File: src/rtl/AluCtrlSig_pkg.sv
// Shared encodings for the multicycle MIPS control path: ALU op codes,
// opcode/funct values, datapath mux selects and the controller state type.
package AluCtrlSig_pkg;

    typedef enum logic [3:0] {
        ALU_AND = 4'd0,
        ALU_OR  = 4'd1,
        ALU_ADD = 4'd2,
        ALU_XOR = 4'd3,
        ALU_SUB = 4'd6,
        ALU_SLT = 4'd7,
        ALU_NOR = 4'd12
    } AluOp_t;

    // Opcodes, instr[31:26]
    localparam logic [5:0] OP_RTYPE = 6'b000000;
    localparam logic [5:0] OP_J     = 6'b000010;
    localparam logic [5:0] OP_BEQ   = 6'b000100;
    localparam logic [5:0] OP_BNE   = 6'b000101;
    localparam logic [5:0] OP_ADDI  = 6'b001000;
    localparam logic [5:0] OP_LW    = 6'b100011;
    localparam logic [5:0] OP_SW    = 6'b101011;

    // R-type funct codes, instr[5:0]
    localparam logic [5:0] F_ADD = 6'b100000;
    localparam logic [5:0] F_SUB = 6'b100010;
    localparam logic [5:0] F_AND = 6'b100100;
    localparam logic [5:0] F_OR  = 6'b100101;
    localparam logic [5:0] F_XOR = 6'b100110;
    localparam logic [5:0] F_NOR = 6'b100111;
    localparam logic [5:0] F_SLT = 6'b101010;

    // ALU B-operand select
    localparam logic [1:0] SRC_B_REG     = 2'b00;
    localparam logic [1:0] SRC_B_FOUR    = 2'b01;
    localparam logic [1:0] SRC_B_IMM     = 2'b10;
    localparam logic [1:0] SRC_B_IMM_SH2 = 2'b11;

    // PC source select
    localparam logic [1:0] PC_SRC_ALU    = 2'b00;
    localparam logic [1:0] PC_SRC_ALUOUT = 2'b01;
    localparam logic [1:0] PC_SRC_JUMP   = 2'b10;

    typedef enum logic [3:0] {
        S_FETCH   = 4'd0,
        S_DECODE  = 4'd1,
        S_MEMADR  = 4'd2,
        S_MEMRD   = 4'd3,
        S_MEMWB   = 4'd4,
        S_MEMWR   = 4'd5,
        S_EXECUTE = 4'd6,
        S_ALUWB   = 4'd7,
        S_BRANCH  = 4'd8,
        S_ADDIEX  = 4'd9,
        S_ADDIWB  = 4'd10,
        S_JUMP    = 4'd11
    } ctrl_state_t;

endpackage

File: src/rtl/alu_funct_decoder.sv
// R-type funct field to ALU operation; flags funct codes the ALU does not support.
module alu_funct_decoder
    import AluCtrlSig_pkg::*;
(
    input  logic [5:0] funct,
    output AluOp_t     alu_op,
    output logic       valid
);

    // Map funct to ALU op; unsupported codes fall back to ADD with valid low
    always_comb begin
        alu_op = ALU_ADD;
        valid  = 1'b1;
        case (funct)
            F_ADD:   alu_op = ALU_ADD;
            F_SUB:   alu_op = ALU_SUB;
            F_AND:   alu_op = ALU_AND;
            F_OR:    alu_op = ALU_OR;
            F_NOR:   alu_op = ALU_NOR;
            F_XOR:   alu_op = ALU_XOR;
            F_SLT:   alu_op = ALU_SLT;
            default: valid  = 1'b0;
        endcase
    end

endmodule

File: src/rtl/mips_multicycle_ctrl.sv
// Multicycle MIPS control unit: state register plus combinational decode of
// datapath strobes, mux selects and ALU control, with memory-ready waits.
module mips_multicycle_ctrl
    import AluCtrlSig_pkg::*;
#(
    parameter int unsigned FETCH_TIMEOUT = 0
)
(
    input  logic       clk,
    input  logic       reset,
    input  logic [5:0] opcode,
    input  logic [5:0] funct,
    input  logic       zero,
    input  logic       mem_ready,
    output logic       pc_en,
    output logic       ir_write,
    output logic       mem_write,
    output logic       iord,
    output logic       reg_write,
    output logic       reg_dst,
    output logic       mem_to_reg,
    output logic       alu_src_a,
    output logic [1:0] alu_src_b,
    output logic [1:0] pc_src,
    output logic [3:0] alu_ctrl,
    output logic [3:0] state_o,
    output logic       illegal_op,
    output logic       mem_timeout
);

    ctrl_state_t state;
    ctrl_state_t state_next;
    // Instruction class captured in DECODE so later states never re-read opcode
    logic        is_sw_q;
    logic        is_bne_q;
    logic [31:0] wait_cnt;

    AluOp_t      funct_op;
    logic        funct_valid;
    AluOp_t      alu_op;
    logic        pc_en_d;
    logic        ir_write_d;
    logic        mem_write_d;
    logic        reg_write_d;
    logic        illegal_d;

    alu_funct_decoder u_funct_dec (
        .funct  (funct),
        .alu_op (funct_op),
        .valid  (funct_valid)
    );

    // Per-state output decode and next-state selection
    always_comb begin
        state_next  = S_FETCH;
        pc_en_d     = 1'b0;
        ir_write_d  = 1'b0;
        mem_write_d = 1'b0;
        reg_write_d = 1'b0;
        illegal_d   = 1'b0;
        iord        = 1'b0;
        reg_dst     = 1'b0;
        mem_to_reg  = 1'b0;
        alu_src_a   = 1'b0;
        alu_src_b   = SRC_B_REG;
        pc_src      = PC_SRC_ALU;
        alu_op      = ALU_ADD;
        case (state)
            S_FETCH: begin
                alu_src_b  = SRC_B_FOUR;
                ir_write_d = mem_ready;
                pc_en_d    = mem_ready;
                state_next = mem_ready ? S_DECODE : S_FETCH;
            end
            S_DECODE: begin
                alu_src_b = SRC_B_IMM_SH2;
                case (opcode)
                    OP_LW, OP_SW:   state_next = S_MEMADR;
                    OP_RTYPE:       state_next = S_EXECUTE;
                    OP_BEQ, OP_BNE: state_next = S_BRANCH;
                    OP_ADDI:        state_next = S_ADDIEX;
                    OP_J:           state_next = S_JUMP;
                    default: begin
                        illegal_d  = 1'b1;
                        state_next = S_FETCH;
                    end
                endcase
            end
            S_MEMADR: begin
                alu_src_a  = 1'b1;
                alu_src_b  = SRC_B_IMM;
                state_next = is_sw_q ? S_MEMWR : S_MEMRD;
            end
            S_MEMRD: begin
                iord       = 1'b1;
                state_next = mem_ready ? S_MEMWB : S_MEMRD;
            end
            S_MEMWB: begin
                mem_to_reg  = 1'b1;
                reg_write_d = 1'b1;
            end
            S_MEMWR: begin
                iord        = 1'b1;
                mem_write_d = 1'b1;
                state_next  = mem_ready ? S_FETCH : S_MEMWR;
            end
            S_EXECUTE: begin
                alu_src_a  = 1'b1;
                alu_op     = funct_op;
                illegal_d  = ~funct_valid;
                state_next = funct_valid ? S_ALUWB : S_FETCH;
            end
            S_ALUWB: begin
                reg_dst     = 1'b1;
                reg_write_d = 1'b1;
            end
            S_BRANCH: begin
                alu_src_a = 1'b1;
                alu_op    = ALU_SUB;
                pc_src    = PC_SRC_ALUOUT;
                pc_en_d   = is_bne_q ? ~zero : zero;
            end
            S_ADDIEX: begin
                alu_src_a  = 1'b1;
                alu_src_b  = SRC_B_IMM;
                state_next = S_ADDIWB;
            end
            S_ADDIWB: begin
                reg_write_d = 1'b1;
            end
            S_JUMP: begin
                pc_src  = PC_SRC_JUMP;
                pc_en_d = 1'b1;
            end
            default: state_next = S_FETCH;
        endcase
    end

    // Strobes are forced low for the whole reset cycle so an aborted
    // instruction cannot write before the reset edge lands
    assign pc_en      = ~reset & pc_en_d;
    assign ir_write   = ~reset & ir_write_d;
    assign mem_write  = ~reset & mem_write_d;
    assign reg_write  = ~reset & reg_write_d;
    assign illegal_op = ~reset & illegal_d;
    assign alu_ctrl   = alu_op;
    assign state_o    = state;

    // State register, DECODE-time instruction flags and FETCH wait timeout
    always_ff @(posedge clk) begin
        if (reset) begin
            state       <= S_FETCH;
            is_sw_q     <= 1'b0;
            is_bne_q    <= 1'b0;
            wait_cnt    <= '0;
            mem_timeout <= 1'b0;
        end else begin
            state <= state_next;
            if (state == S_DECODE) begin
                is_sw_q  <= (opcode == OP_SW);
                is_bne_q <= (opcode == OP_BNE);
            end
            if (FETCH_TIMEOUT != 0 && state == S_FETCH && !mem_ready) begin
                if (wait_cnt != FETCH_TIMEOUT)
                    wait_cnt <= wait_cnt + 32'd1;
                // Flag rises on the same edge the count reaches the limit
                if (wait_cnt + 32'd1 == FETCH_TIMEOUT)
                    mem_timeout <= 1'b1;
            end else begin
                wait_cnt <= '0;
            end
        end
    end

endmodule

File: config.mk
export PLATFORM = sky130hd
export DESIGN_NAME = mips_multicycle_ctrl
export DESIGN_NICKNAME = d
export VERILOG_FILES = /design/src/rtl/AluCtrlSig_pkg.sv /design/src/rtl/alu_funct_decoder.sv /design/src/rtl/mips_multicycle_ctrl.sv
export SDC_FILE = /design/constraint.sdc
export NUM_CORES = 1
export LEC_CHECK = 0
export ABC_CLOCK_PERIOD_IN_PS = 1800
export BUFFER_PORTS_ARGS = -buffer_cell sky130_fd_sc_hd__buf_4
export CELL_PAD_IN_SITES_DETAIL_PLACEMENT = 0
export CELL_PAD_IN_SITES_GLOBAL_PLACEMENT = 2
export CORE_UTILIZATION = 22
export DETAILED_ROUTE_END_ITERATION = 16
export HOLD_SLACK_MARGIN = 0.12
export PLACE_DENSITY = 0.88
export REMOVE_ABC_BUFFERS = 1
export SETUP_SLACK_MARGIN = 0.15
export SLEW_MARGIN = 25
export SYNTH_ARGS = -nofsm -noshare
export SYNTH_HDL_FRONTEND = slang
export SYNTH_SLANG_ARGS = --single-unit
File: constraint.sdc
create_clock -name clk -period 1.8 [get_ports clk]
set_input_delay 0.09 -clock clk [delete_from_list [all_inputs] [get_ports clk]]
set_output_delay 0.09 -clock clk [all_outputs]
set_load 0.1 [all_outputs]
==> results of run 1 <==
[kinds of logic (layout without fill, tap and decap cells)]
| logic type | count (synthesis) | in the layout | synth area share |
|---|---|---|---|
| other | 1 | 1 | 0.00530 |
| flip-flops | 6 | 6 | 0.170 |
| multiplexers | 2 | 2 | 0.0283 |
| XOR/XNOR | 4 | 4 | 0.0496 |
| AO/OA/AOI/OAI | 25 | 25 | 0.216 |
| AND/OR/NAND/NOR | 54 | 54 | 0.471 |
| buffers and inverters | 8 | 56 | 0.0602 |
[synth_stat cells (all sizes together), types with 3 or more instances]
cell type  number  area share
nand2b          7       0.073
nand3b          3       0.032
nor3           10       0.071
o21ai           4       0.028
nor2           10       0.057
dfxtp           6        0.17
a21oi          11       0.078
nor4            5       0.062
nand2           5       0.027
xnor2           4       0.050
buf             6       0.050
[per-layer routing]
metal	track usage	vias up	part of all wire
met2	0.255	33	0.48
met4	0.0408	0	0
met3	0.0198	0	0.045
met5	0	-	0
met1	0.199	422	0.48
li1	-	461	-
[where the power goes]
part           total [mW]  switching, mW  internal, mW
clock network       0.122         0.0468        0.0753
logic               0.233          0.142        0.0916
registers           0.137        0.00295         0.134
total               0.492          0.191         0.301
[state kept, by name (all words and copies together) (netlist names)]
register  count
is_sw_q       1
state_o       4
is_bne_q      1
[cell type report]
cell class / count / area [um2]
fill: 344 / 1760
multi-input combinational: 86 / 601
timing repair buffer: 52 / 480
sequential: 6 / 131
tap: 44 / 55.1
clock buffer: 3 / 22.5
inverter: 1 / 3.75
[path summary, 6_finish.rpt]
path,from,endpoint,cells past startpoint
worst min-delay path,opcode[0],is_bne_q$_SDFFE_PP0P_,3
worst max register to register,state_o[3]$_SDFF_PP0_,state_o[0]$_SDFF_PP0_,5
worst min register to register,is_sw_q$_SDFFE_PP0P_,is_sw_q$_SDFFE_PP0P_,2
worst max-delay path,state_o[2]$_SDFF_PP0_,alu_ctrl[2],5
[per-stage QoR]
step                hold WS, ps   util  setup WS (ps)
floorplan                   159      -          -3350
global placement            362  0.335            178
detailed placement          368  0.335            119
CTS                         144  0.415            103
global route                164  0.424           41.6
finish                      160  0.424            121
[worst min-delay path: cells and delay by family]
kind / cells / cell delay (ps)
compound gates: 1 / 70
simple gates: 1 / 60
buf+inv: 1 / 120
[repair_timing]
action,in CTS,in global routing
gates resized for setup,34,9
endpoints found under the setup margin,10,9
hold buffers,1,0
hold endpoints to repair,3,0
pin swaps,8,3
cloned,0,0
buffers inserted,11,0
==> impl_results.md, run 1 <==
* Die extent in x at 58.7 um
* Wire length of the first global-routing pass at 3.93 mm
* YS warnings at 0
* Design Area, Final at 1290 um2
* Clock Latency Late Sink at 240 ps
* Max IR drop VDD at ~0.13 mV
* Initial standard-cell utilization of the core at 0.232
* Unrepaired setup endpoints after global routing: yes
* Count of buffering cells on the critical path with inverters included at 2
* Finish-stage setup viols at 0
* Buffer cell driving the clock tree root: sky130_fd_sc_hd__clkbuf_4
* Vias in the first global route at 863
* Worst Setup Start Kind: flip-flop
* Number of vias per cell after detailed routing at 4.77
* Arrival @ worst endpoint at 1590 ps
* Time the worst path needs with I/O delays and setup at 1680 ps
* Post-Route Skew at 3.79 ps
* First-pass iteration count of the detailed router at 4
* Global-route usage over all layers at 0.150
* Seq/Total Area, Yosys at 0.170
* Hold violation count in the final report at 0
* Most frequent cells in the layout: 37 x sky130_fd_sc_hd__buf_4, 10 x sky130_fd_sc_hd__a21oi_1, 8 x sky130_fd_sc_hd__nor3_1, 8 x sky130_fd_sc_hd__nor2_1, 8 x sky130_fd_sc_hd__buf_6
* Placed inst area at 1020 um2
* Height of the die at 58.7 um
* EDFF count, synth at 0
* Maximum level of the CTS H-tree at 1
* Mapped Area at 707 um2
* Clock transition at the register clock pins on the worst setup and hold paths after CTS at 40 ps
* Post-route antenna net violation count at 0
* Full die area at 3440 um2
* Layout-stage area growth over the synthesis result at 83.0%
* Fraction of final layout cells sized beyond drive strength 1 at 0.514
* Max-cap violation count at 0
* Number of antenna violations at the first check in global routing at 0
* Synth Flop Type: sky130_fd_sc_hd__dfxtp_1
* Total Power Consumption at 0.492 mW
* Cell type group with the largest total delay on the critical path: simple AND/OR/NAND/NOR gates
* Number of max-slew violations in the final report at 0
* Standard cell with the maximum stage delay on the critical path: sky130_fd_sc_hd__dfxtp_2
* Flip-flop and latch count after synthesis at 6
* Maximum root-to-sink buffer count at 2
* Count of nets after finishing at about 170
* Async S/R FF share, synth at 0
* Area of the placeable core at 3050 um2
* Total inserted antenna cells at 0
* Final routed wirelength across all metal layers at ~2.5 mm
* Number of primary I/O pins at 38
* Maximum achievable frequency at 596 MHz
* Share of the clock period used by the worst path at 0.933
* Count of buffers inserted at the top-level ports at 36
* Cell total after placement at 177
* Average routed wire per standard cell at approximately 13 um
* Pin count of the biggest net entering global routing at 18
* Detailed router's first-iteration violation count at 38
* Clock sink count at 6
* Clock tree from TritonCTS: built
* Classification of the worst setup path: flip-flop to output pin
* Cell seen most often among critical-path stages: sky130_fd_sc_hd__buf_6
* Gate count of the mapped netlist at 100
* Lkg Pwr at 0.518 nW
* Maximum fanout along the worst path at 11
* Via count at 916
* Total power divided by cell area at about 380 nW/um2
* Weighted congestion reported at the end of routability-driven placement at 0.762
* Sum Neg Setup Slack at 0 ps
* Result of the run: finished, final reports clean
* Final non-filler cell total at 192
* Most frequent standard cell in the layout excluding fill and tap cells: sky130_fd_sc_hd__buf_4
* CP Cell Sequence: buf_6, nand2b_2, nor3_1, a31o_1, buf_6
* Syn avg cell area at 7.07 um2
* Required arrival time at the worst endpoint at 1710 ps
* Number of clock buffers inserted by TritonCTS at 3
* Detailed-route DRC error count at 0
* Critical Path Max Stage Delay at about 340 ps
* Register-to-register path setup slack at between 300 and 400 ps
* Detailed placement HPWL at 1.66 mm
* Number of placement rows at 20
* Global-route congestion overflow total at 0
* Count of cell types in the netlist at 39
* Kind of end point of the critical path: output pin
* Type of the most critical hold path: primary input to flip-flop
Power figures use the tool's default switching activity.
==> run 2, diff against run 1 <==
--- a/config.mk
+++ b/config.mk
@@ -13,7 +13,6 @@
 export DETAILED_ROUTE_END_ITERATION = 16
 export HOLD_SLACK_MARGIN = 0.12
 export PLACE_DENSITY = 0.88
-export REMOVE_ABC_BUFFERS = 1
 export SETUP_SLACK_MARGIN = 0.15
 export SLEW_MARGIN = 25
 export SYNTH_ARGS = -nofsm -noshare
==> run 2 against run 1 <==
Net effect: combinational power down 2%; critical path depth unchanged; count of clock-buffer cells in the layout unchanged; largest cell class unchanged.
==> impl_results.md, run 2 (synthesized netlist as in run 1, its figures left out) <==
* Initial standard-cell utilization of the core at 0.232 (unchanged)
* Arrival @ worst endpoint at 1580 ps (about the same)
* Max IR drop VDD at 0.174 mV (+33%)
* Number of vias per cell after detailed routing at 4.66 (-2.4%)
* Share of the clock period used by the worst path at 0.930 (-0.00256)
* Lkg Pwr at 0.502 nW (-3.1%)
* Full die area at 3440 um2 (unchanged)
* Area of the placeable core at 3050 um2 (unchanged)
* Fraction of final layout cells sized beyond drive strength 1 at 0.610 (+0.0961)
* Min Hold Slack at 139 ps (-21.4 ps)
* Number of placement rows at 20 (unchanged)
* Type of the most critical hold path: primary input to flip-flop
* Post-placement setup slack at 148 ps (+28.8 ps)
* Number of hold-repair buffers added at the cts stage at 0 (-1)
* Nets in the synthesized netlist at 116
* Count of buffering cells on the critical path with inverters included at 1 (-1)
* Cell type group with the largest total delay on the critical path: simple AND/OR/NAND/NOR gates
* Placed inst area at 1220 um2 (+19%)
* Layout-stage area growth over the synthesis result at 99.1%
* Clock sink count at 6 (unchanged)
* Number of primary I/O pins at 38 (unchanged)
* Sequential cell area in the final layout at 135 um2 (+2.9%)
* Clock Latency Late Sink at 240 ps (about the same)
* Maximum level of the CTS H-tree at 1 (unchanged)
* Global-route congestion overflow total at 0 (unchanged)
* CP Cell Sequence: nand2b_4, or3_4, nor4_4, a21o_4, buf_12
* Pin count of the biggest net entering global routing at 12 (-6)
* Critical Path Max Stage Delay at 360 ps (+20 ps)
* First-pass iteration count of the detailed router at 4 (unchanged)
* Total Power Consumption at 0.487 mW (-1.1%)
* Number of max-slew violations in the final report at 0 (unchanged)
* Clock tree from TritonCTS: built
* Worst Setup Start Kind: flip-flop
* Area occupied by multi-input gates at 743 um2 (+24%)
* Clock transition at the register clock pins on the worst setup and hold paths after CTS at 40 ps (about the same)
* Max-cap violation count at 0 (unchanged)
* Maximum root-to-sink buffer count at 2 (unchanged)
* Weighted congestion reported at the end of routability-driven placement at 0.765 (+0.41%)
* Average routed wire per standard cell at 11.6 um (-9.6%)
* Post-Route Skew at 2.68 ps (-1.11 ps)
* Hold violation count in the final report at 0 (unchanged)
* Wire length of the first global-routing pass at 3.60 mm (-8.4%)
* Kind of end point of the critical path: output pin
* Final worst-path setup slack at 126 ps (+4.61 ps)
* Count of nets after finishing at 164 (-1.2%)
* Count of buffers inserted at the top-level ports at 36 (unchanged)
* Via count at 885 (-3.4%)
* Final routed wirelength across all metal layers at 2.21 mm (-11%)
* Height of the die at 58.7 um (unchanged)
* Post-route antenna net violation count at 0 (unchanged)
* Number of clock buffers inserted by TritonCTS at 3 (unchanged)
* Detailed placement HPWL at 1.70 mm (+2.4%)
* Unrepaired setup endpoints after global routing: yes
* Vias in the first global route at 803 (-7.0%)
* Most frequent cells in the layout: 41 x sky130_fd_sc_hd__buf_4, 9 x sky130_fd_sc_hd__a21oi_1, 5 x sky130_fd_sc_hd__nor3_4, 5 x sky130_fd_sc_hd__nor2_1
* Result of the run: finished, final reports clean
* Standard cell with the maximum stage delay on the critical path: sky130_fd_sc_hd__dfxtp_4
* Detailed-route DRC error count at 0 (unchanged)
* Detailed router's first-iteration violation count at 10 (-74%)
* Number of antenna violations at the first check in global routing at 0 (unchanged)
* Global-route usage over all layers at 0.133 (-0.0174)
* Total inserted antenna cells at 0 (unchanged)
* Number of filler cells placed in the layout at 333 (-3.2%)
* Maximum achievable frequency at 597 MHz (+0.28%)
* Max FFs per register at 4 (unchanged)
* Register-to-register path setup slack at 440 ps (+50 ps)
* Most frequent standard cell in the layout excluding fill and tap cells: sky130_fd_sc_hd__buf_4
* Time the worst path needs with I/O delays and setup at 1670 ps (-4.61 ps)
* Required arrival time at the worst endpoint at 1710 ps (about the same)
* Buffer cell driving the clock tree root: sky130_fd_sc_hd__clkbuf_4
* Die extent in x at 58.7 um (unchanged)
* Design Area, Final at 1410 um2 (+8.8%)
* Finish-stage setup viols at 0 (unchanged)
* Maximum fanout along the worst path at 6 (-5)
* Classification of the worst setup path: flip-flop to output pin
* Total power divided by cell area at 346 nW/um2 (-9.1%)
## run 2: cell types whose count changed in the layout (fill, tap and decap cells not counted), sizes merged
| cell | previous run | this run |
|---|---|---|
| clkbuf | 5 | 3 |
| buf | 49 | 50 |
| dlygate4sd3 | 1 | 0 |
## run 2: layer usage
metal,track usage,vias up,wire (um)
li1,-,460,-
met1,0.166,405,1010
met2,0.248,18,1140
met3,0.00659,2,44
met4,0.0306,0,15
met5,0,-,0
## run 2: path summary, 6_finish.rpt
check	endpoint	startpoint	cells after the start
min	is_bne_q$_SDFFE_PP0P_	opcode[0]	3
max	illegal_op	state_o[1]$_SDFF_PP0_	5
max reg2reg	state_o[0]$_SDFF_PP0_	state_o[1]$_SDFF_PP0_	5
min reg2reg	is_sw_q$_SDFFE_PP0P_	is_sw_q$_SDFFE_PP0P_	2
## run 2: power breakdown
part / internal [mW] / leakage, nW / total [mW] / switching, mW
Sequential: 0.131 / 0.0516 / 0.138 / 0.00622
Combinational: 0.0853 / 0.436 / 0.228 / 0.143
Clock: 0.0752 / 0.0138 / 0.121 / 0.0455
Total: 0.292 / 0.502 / 0.487 / 0.195
## run 2: per-stage QoR
| stage | util | std cells | TNS (ps) |
|---|---|---|---|
| 5_1_grt | 0.461 | 190 | 0 |
| 4_1_cts | 0.439 | 187 | 0 |
| 6_report | 0.461 | 190 | 0 |
| 3_3_place_gp | 0.399 | 177 | 0 |
| 3_5_place_dp | 0.399 | 177 | 0 |
| 2_1_floorplan | - | 100 | -1670 |
## run 2: area by class of cell
| type | count | share of cell area |
|---|---|---|
| Multi-Input combinational cell | 86 | 0.528 |
| Timing Repair Buffer | 50 | 0.318 |
| Sequential cell | 6 | 0.0960 |
| Tap cell | 44 | 0.0391 |
| Clock buffer | 3 | 0.0160 |
| Inverter | 1 | 0.00267 |
## run 2: tightest hold or removal path, stage by stage
cell                      delay, ps
sky130_fd_sc_hd__buf_4          120
sky130_fd_sc_hd__nand3_1         60
sky130_fd_sc_hd__a21oi_1         60
## run 2: what timing repair did
action                                  4_1_cts  5_1_grt
gates resized for setup                      13       11
setup buffers                                 7        3
endpoints found under the setup margin        7        8
gates cloned                                  0        0
pin swaps                                     4        2
